**config.mk**
```make
export PLATFORM = sky130hd
export DESIGN_NAME = sprite_draw_engine_flat
export DESIGN_NICKNAME = d
export VERILOG_FILES = /design/src/rtl/sprite_draw_if.sv /design/src/rtl/sprite_draw_engine.sv /design/src/flat_wrapper.sv
export SDC_FILE = /design/constraint.sdc
export NUM_CORES = 1
export LEC_CHECK = 0
export CAP_MARGIN = 0
export CORE_ASPECT_RATIO = 0.75
export CORE_UTILIZATION = 58
export CTS_CLUSTER_SIZE = 30
export DETAILED_ROUTE_END_ITERATION = 10
export PLACE_DENSITY = 0.87
export SLEW_MARGIN = 20
export SYNTH_ARGS = -nofsm -noshare
export SYNTH_HDL_FRONTEND = slang
export SYNTH_SLANG_ARGS = --single-unit
```
**constraint.sdc**
```tcl
create_clock -name clk_in -period 5.3 [get_ports clk_in]
set_input_delay 1.06 -clock clk_in [delete_from_list [all_inputs] [get_ports clk_in]]
set_output_delay 1.06 -clock clk_in [all_outputs]
set_load 0.05 [all_outputs]
```
**src/rtl/sprite_draw_if.sv**
```systemverilog
// Command, sprite-memory and framebuffer signals of the sprite draw engine.
// The engine connects through the slave modport; the host/memory side uses master.
interface sprite_draw_if;
    logic        start_in;
    logic        op_in;
    logic [7:0]  x_in;
    logic [7:0]  y_in;
    logic [3:0]  n_in;
    logic [11:0] i_in;
    logic [11:0] spr_addr_out;
    logic [7:0]  spr_data_in;
    logic [15:0] fb_addr_out;
    logic [7:0]  fb_data_in;
    logic [7:0]  fb_data_out;
    logic        fb_we_out;
    logic        busy_out;
    logic        done_out;
    logic        collision_out;

    modport master (
        output start_in, op_in, x_in, y_in, n_in, i_in, spr_data_in, fb_data_in,
        input  spr_addr_out, fb_addr_out, fb_data_out, fb_we_out, busy_out, done_out, collision_out
    );

    modport slave (
        input  start_in, op_in, x_in, y_in, n_in, i_in, spr_data_in, fb_data_in,
        output spr_addr_out, fb_addr_out, fb_data_out, fb_we_out, busy_out, done_out, collision_out
    );
endinterface

```
**src/rtl/sprite_draw_engine.sv**
```systemverilog
// CHIP-8 style sprite XOR-draw and screen clear into a 64x32 byte-packed framebuffer.
// Both memories have a two-cycle read latency; every output is registered.
module sprite_draw_engine (
    input  logic          clk_in,
    input  logic          rst_in,
    sprite_draw_if.slave  bus
);
    localparam int unsigned ADDR_W = 12;
    localparam int unsigned FBA_W  = 16;
    localparam int unsigned BYTE_W = 8;
    localparam int unsigned ROW_W  = 5;
    localparam int unsigned COL_W  = 3;

    typedef enum logic [3:0] {
        IDLE, SPR_REQ, SPR_WAIT, FB0_REQ, FB0_WAIT, FB0_WR,
        FB1_REQ, FB1_WAIT, FB1_WR, CLEAR, DONE
    } state_t;

    state_t              state_q, state_d;
    logic                wait_q, wait_d;
    logic [5:0]          x_q, x_d;
    logic [ROW_W-1:0]    y_q, y_d;
    logic [3:0]          n_q, n_d;
    logic [3:0]          r_q, r_d;
    logic [ADDR_W-1:0]   i_q, i_d;
    logic [BYTE_W-1:0]   spr_q, spr_d;
    logic                coll_q, coll_d;
    logic [ADDR_W-1:0]   spr_addr_q, spr_addr_d;
    logic [FBA_W-1:0]    fb_addr_q, fb_addr_d;
    logic [BYTE_W-1:0]   fb_data_q, fb_data_d;
    logic                fb_we_q, fb_we_d;
    logic                busy_q, busy_d;
    logic                done_q, done_d;
    logic                collision_q, collision_d;

    logic [15:0]         window;
    logic [ROW_W-1:0]    row;
    logic [ROW_W-1:0]    r_inc;
    logic [5:0]          y_end;
    logic                unaligned;
    logic                row_end;

    // Origin coordinates are taken modulo the screen size, so the high bits are dropped.
    logic unused_bits;
    assign unused_bits = ^{bus.x_in[7:6], bus.y_in[7:5]};

    // Next-state and next-output logic.
    always_comb begin
        state_d     = state_q;
        wait_d      = 1'b0;
        x_d         = x_q;
        y_d         = y_q;
        n_d         = n_q;
        r_d         = r_q;
        i_d         = i_q;
        spr_d       = spr_q;
        coll_d      = coll_q;
        spr_addr_d  = spr_addr_q;
        fb_addr_d   = fb_addr_q;
        fb_data_d   = fb_data_q;
        fb_we_d     = 1'b0;
        collision_d = collision_q;
        row_end     = 1'b0;

        window    = {spr_q, 8'h00} >> x_q[2:0];
        row       = y_q + ROW_W'(r_q);
        r_inc     = ROW_W'(r_q) + 5'd1;
        y_end     = 6'(y_q) + 6'(r_inc);
        unaligned = (x_q[2:0] != 3'd0) && (x_q[5:3] != 3'd7);

        case (state_q)
            IDLE: begin
                if (bus.start_in) begin
                    x_d         = bus.x_in[5:0];
                    y_d         = bus.y_in[4:0];
                    n_d         = bus.n_in;
                    i_d         = bus.i_in;
                    r_d         = 4'd0;
                    coll_d      = 1'b0;
                    collision_d = 1'b0;
                    if (bus.op_in) begin
                        state_d   = CLEAR;
                        fb_addr_d = 16'h0000;
                        fb_data_d = 8'h00;
                        fb_we_d   = 1'b1;
                    end else if (bus.n_in == 4'd0) begin
                        state_d = DONE;
                    end else begin
                        state_d    = SPR_REQ;
                        spr_addr_d = bus.i_in;
                    end
                end
            end
            SPR_REQ: state_d = SPR_WAIT;
            SPR_WAIT: begin
                if (wait_q) begin
                    spr_d     = bus.spr_data_in;
                    state_d   = FB0_REQ;
                    fb_addr_d = {8'h00, row, x_q[5:3]};
                end else begin
                    wait_d = 1'b1;
                end
            end
            FB0_REQ: state_d = FB0_WAIT;
            FB0_WAIT: begin
                if (wait_q) begin
                    state_d   = FB0_WR;
                    fb_data_d = bus.fb_data_in ^ window[15:8];
                    fb_we_d   = 1'b1;
                    coll_d    = coll_q | (|(bus.fb_data_in & window[15:8]));
                end else begin
                    wait_d = 1'b1;
                end
            end
            FB0_WR: begin
                if (unaligned) begin
                    state_d   = FB1_REQ;
                    fb_addr_d = {8'h00, row, x_q[5:3] + COL_W'(1)};
                end else begin
                    row_end = 1'b1;
                end
            end
            FB1_REQ: state_d = FB1_WAIT;
            FB1_WAIT: begin
                if (wait_q) begin
                    state_d   = FB1_WR;
                    fb_data_d = bus.fb_data_in ^ window[7:0];
                    fb_we_d   = 1'b1;
                    coll_d    = coll_q | (|(bus.fb_data_in & window[7:0]));
                end else begin
                    wait_d = 1'b1;
                end
            end
            FB1_WR: row_end = 1'b1;
            CLEAR: begin
                if (fb_addr_q[7:0] == 8'hFF) begin
                    state_d = DONE;
                end else begin
                    fb_addr_d = fb_addr_q + 16'd1;
                    fb_we_d   = 1'b1;
                end
            end
            DONE:    state_d = IDLE;
            default: state_d = IDLE;
        endcase

        // Bottom edge clips: a row that would land on line 32 ends the draw.
        if (row_end) begin
            r_d = r_q + 4'd1;
            if ((r_inc == ROW_W'(n_q)) || (y_end == 6'd32)) begin
                state_d = DONE;
            end else begin
                state_d    = SPR_REQ;
                spr_addr_d = i_q + ADDR_W'(r_inc);
            end
        end

        busy_d = (state_d != IDLE) && (state_d != DONE);
        done_d = (state_d == DONE);
        if (state_d == DONE) begin
            collision_d = coll_d;
        end
    end

    // State and output registers.
    always_ff @(posedge clk_in) begin
        if (!rst_in) begin
            state_q     <= IDLE;
            wait_q      <= 1'b0;
            x_q         <= '0;
            y_q         <= '0;
            n_q         <= '0;
            r_q         <= '0;
            i_q         <= '0;
            spr_q       <= '0;
            coll_q      <= 1'b0;
            spr_addr_q  <= '0;
            fb_addr_q   <= '0;
            fb_data_q   <= '0;
            fb_we_q     <= 1'b0;
            busy_q      <= 1'b0;
            done_q      <= 1'b0;
            collision_q <= 1'b0;
        end else begin
            state_q     <= state_d;
            wait_q      <= wait_d;
            x_q         <= x_d;
            y_q         <= y_d;
            n_q         <= n_d;
            r_q         <= r_d;
            i_q         <= i_d;
            spr_q       <= spr_d;
            coll_q      <= coll_d;
            spr_addr_q  <= spr_addr_d;
            fb_addr_q   <= fb_addr_d;
            fb_data_q   <= fb_data_d;
            fb_we_q     <= fb_we_d;
            busy_q      <= busy_d;
            done_q      <= done_d;
            collision_q <= collision_d;
        end
    end

    assign bus.spr_addr_out  = spr_addr_q;
    assign bus.fb_addr_out   = fb_addr_q;
    assign bus.fb_data_out   = fb_data_q;
    assign bus.fb_we_out     = fb_we_q;
    assign bus.busy_out      = busy_q;
    assign bus.done_out      = done_q;
    assign bus.collision_out = collision_q;
endmodule

```
**src/flat_wrapper.sv**
```systemverilog
// flat-port wrapper written by rule: the top's interface ports become plain ports
module sprite_draw_engine_flat 
  (clk_in, rst_in, bus_start_in, bus_op_in, bus_x_in, bus_y_in, bus_n_in, bus_i_in, bus_spr_data_in, bus_fb_data_in, bus_spr_addr_out, bus_fb_addr_out, bus_fb_data_out, bus_fb_we_out, bus_busy_out, bus_done_out, bus_collision_out);
  sprite_draw_if bus_i ();
  input  logic clk_in;
  input  logic rst_in;
  input wire logic [$bits(bus_i.start_in)-1:0] bus_start_in;
  input wire logic [$bits(bus_i.op_in)-1:0] bus_op_in;
  input wire logic [$bits(bus_i.x_in)-1:0] bus_x_in;
  input wire logic [$bits(bus_i.y_in)-1:0] bus_y_in;
  input wire logic [$bits(bus_i.n_in)-1:0] bus_n_in;
  input wire logic [$bits(bus_i.i_in)-1:0] bus_i_in;
  input wire logic [$bits(bus_i.spr_data_in)-1:0] bus_spr_data_in;
  input wire logic [$bits(bus_i.fb_data_in)-1:0] bus_fb_data_in;
  output wire logic [$bits(bus_i.spr_addr_out)-1:0] bus_spr_addr_out;
  output wire logic [$bits(bus_i.fb_addr_out)-1:0] bus_fb_addr_out;
  output wire logic [$bits(bus_i.fb_data_out)-1:0] bus_fb_data_out;
  output wire logic [$bits(bus_i.fb_we_out)-1:0] bus_fb_we_out;
  output wire logic [$bits(bus_i.busy_out)-1:0] bus_busy_out;
  output wire logic [$bits(bus_i.done_out)-1:0] bus_done_out;
  output wire logic [$bits(bus_i.collision_out)-1:0] bus_collision_out;
  assign bus_i.start_in = bus_start_in;
  assign bus_i.op_in = bus_op_in;
  assign bus_i.x_in = bus_x_in;
  assign bus_i.y_in = bus_y_in;
  assign bus_i.n_in = bus_n_in;
  assign bus_i.i_in = bus_i_in;
  assign bus_i.spr_data_in = bus_spr_data_in;
  assign bus_i.fb_data_in = bus_fb_data_in;
  assign bus_spr_addr_out = bus_i.spr_addr_out;
  assign bus_fb_addr_out = bus_i.fb_addr_out;
  assign bus_fb_data_out = bus_i.fb_data_out;
  assign bus_fb_we_out = bus_i.fb_we_out;
  assign bus_busy_out = bus_i.busy_out;
  assign bus_done_out = bus_i.done_out;
  assign bus_collision_out = bus_i.collision_out;
  sprite_draw_engine u_core (.clk_in(clk_in), .rst_in(rst_in), .bus(bus_i));
endmodule
```
==> impl_metrics.yaml <==
logic_synthesis:
  syn_area_per_cell_sq_um: 8.19
  post_synth_inst_count: 635
  synth.top_cells.by_area: "dfxtp_1 (33%), nand2_1 (6.7%), a21oi_1 (5.2%), mux2i_1 (4.8%), ha_1 (4.6%)"
  postSynth.asyncResetShare_pct: 0
  syn-cell-area_sq_mm: 0.00520
  synth_area_leader_cell: "dfxtp_1"
  yosys_register_bits: 85
  count_of_flip_flops_with_a_built_in_enable_after_synthesis: 0
  synth.lib_cells_used.distinct: 71
  primary_ff_master_synth: "dfxtp_1"
  synth_top_cell_area_share_pct: 32.7
  synth.net_count: 709
  yosysSeqAreaShare_pct: 32.7
  synth-warning-count: 0
timing:
  setup_viol: 0
  layout_worst_path_cycle_share_pct: 73.9
  setup_tns_ns: 0
  slew_at_the_pin_closest_to_its_max_slew_limit_ns: 1.05
  rsz0062_at_grt: "false"
  max-slew-margin-rel_pct: 30.0
  slew_viols_final: 0
  final.min_clock_period_ns: 3.92
  max_clock_freq_mhz: 255
  final_hold_viol_count: 0
  fin_skew_ns: 0.0109
route:
  totalWireLength_mm: 13.7
  ant_nets: 0
  viasPerCell: 6.22
  avgRoutedWirePerCell_um: 17.0
  drt_pass1_iterations: 8
  dr_total_vias: 5027
  detailedRoute.firstIterationViolations: 495
  detail_route.drc_violations: 10
clocking:
  cts_tree: "yes"
  cts.hold.buffers_added: 0
  path_clk_slew_ns: 0.07
  cts.repair.resized: 0
  clkLatencyLatePin_ns: 0.34
  cts_made_buffers: 9
  cts.repair_timing.setup_buffer_count: 0
  root_buffer: "clkbuf_16"
  htreeDepth: 3
  cts.sink_count: 85
  cts_max_path_buffers: 2
critical_path:
  cp-end-kind: "flop"
  critical_path.cell_chain: "ha_1, xor2_1, ha_1, xor2_1, o2111ai_1, or4_1, nand3_1, o2111ai_1, o31a_1"
  critical_path.slowest_cell: "nand3_1"
  crit_arrival_ns: 4.14
  largest_driver_fanout_on_the_critical_path: 24
  cp.required_ns: 5.53
  worst-setup-path-type: "flop to flop"
  crit_path_start_kind: "flop"
  max_stage_delay_ns: 0.68
finish:
  antenna-diode-count: 0
  finalNetCount: 770
  layout.cells.most_common_list: "nand2_1 (93), clkdlybuf4s50_1 (86), dfxtp_1 (85)"
  synthToLayoutAreaGrowth_pct: 22.0
  layout_cell_share_with_drive_strength_beyond_1_pct: 6.00
  layout_commonest_cell: "nand2_1"
global_routing:
  grt_util_all_layers_pct: 29.1
  largest_net_degree_at_the_start_of_global_routing: 64
  overflow: 0
  via_count_of_the_first_global_routing_pass: 4541
  initial_antenna_violation_count: 0
  wire_length_of_the_first_global_routing_pass_mm: 22.1
place:
  io_buffer_count: 86
  routabilityCongestion: 0.923
  hpwlAfterDp_mm: 9.65
die:
  die-width_um: 111
  io_pins: 92
  initial_core_util_pct: 60.8
  dieArea_sq_mm: 0.00936
  placeableCoreArea_sq_mm: 0.00856
  placementRows: 29
  dieHeight_um: 84.0
outcome:
  status: "finished with violations"
  violations: "DRC"
power_and_ir_drop:
  p_leak_nw: 2.42
  ir_drop_v: 0.000318
  power.density_mw_per_mm2: 442
  post-layout-total-power_mw: 2.80
flow_run:
  max_cap_violations: 0
min_path:
  hold_class: "flop to flop"
==> worst paths after layout <==
path,depth (start not counted),slack [ns],start,to
max,9,1.38,u_core.r_q[1],u_core.bus.busy_out
min,2,0.46,u_core.i_q[0],u_core.i_q[0]
max reg2reg,9,1.38,u_core.r_q[1],u_core.bus.busy_out
min reg2reg,2,0.46,u_core.i_q[0],u_core.i_q[0]
==> state kept, by name, indices dropped and copies added (netlist names), 5 cells and up <==
| signal | flops |
|---|---|
| u_core.bus.fb_data_out | 8 |
| u_core.bus.spr_addr_out | 12 |
| u_core.spr_q | 8 |
| u_core.x_q | 6 |
| u_core.y_q | 5 |
| u_core.bus.fb_addr_out | 16 |
| u_core.i_q | 12 |
==> metrics by stage <==
step                      hold slack, ns  instance area, sq um  instances  setup slack (ns)  util [%]
after global routing               0.485                  6350        808              1.22      74.1
final                              0.463                  6350        808              1.38      74.1
after floorplan                    0.437                  5200        635              2.45         -
after global placement             0.450                  6030        793              1.67      70.4
after detailed placement           0.455                  6030        793              1.48      70.4
after CTS                          0.464                  6350        808              1.48      74.1
==> report_power, final <==
| group | leakage, nW | total, mW | switching [mW] | internal [mW] |
|---|---|---|---|---|
| logic | 1.57 | 1.19 | 0.735 | 0.453 |
| registers | 0.691 | 0.931 | 0.177 | 0.754 |
| clock network | 0.153 | 0.683 | 0.269 | 0.414 |
| total | 2.42 | 2.80 | 1.18 | 1.62 |
==> synth_stat cells (8+ instances only) <==
cell type,n
xor2_1,17
nor2_1,48
a22oi_1,14
dfxtp_1,85
o22ai_1,9
a21o_1,9
ha_1,19
nand3_1,24
a31oi_1,9
xnor2_1,17
inv_1,19
nand2_1,93
a21oi_1,54
o21ai_0,14
nor3_1,12
clkbuf_1,26
a211oi_1,8
mux2i_1,25
==> cells by family (layout without fill, tap and decap cells) <==
logic type      count (synthesis)  after routing  synth area share (%)
buf+inv                        61            126                  5.39
simple gates                  241            241                  22.6
flops                          85             85                  32.7
mux                            33             33                  7.41
xor+xnor                       35             35                  6.16
compound gates                158            158                  20.0
fa+ha+maj                      22             22                  5.72
==> final cells by class <==
type                       instances  area, sq um
tap                              108          135
timing repair buffer              90          891
clock inverter                     6         93.8
fill                             645         2220
clock buffer                       9          225
inverter                          21         80.1
multi-input combinational        489         3220
sequential                        85         1700
==> critical path: cells and delay by family, from the launching register on <==
family | cells | cell delay (ns)
AO/OA/AOI/OAI | 3 | 0.74
XOR/XNOR | 2 | 0.64
adder cells (fa/ha/maj) | 2 | 0.65
flip-flops | 1 | 0.51
AND/OR/NAND/NOR | 2 | 1.27
==> metal layers <==
metal | part of all wire (%) | vias to the layer above | global-route usage (%)
met5 | 0 | - | 0
met2 | 44 | 249 | 46.1
met3 | 8.9 | 25 | 6.17
met4 | 1.3 | 0 | 7.62
met1 | 45 | 2357 | 40.1
li1 | - | 2396 | -
(Power assumes the default switching activity.)
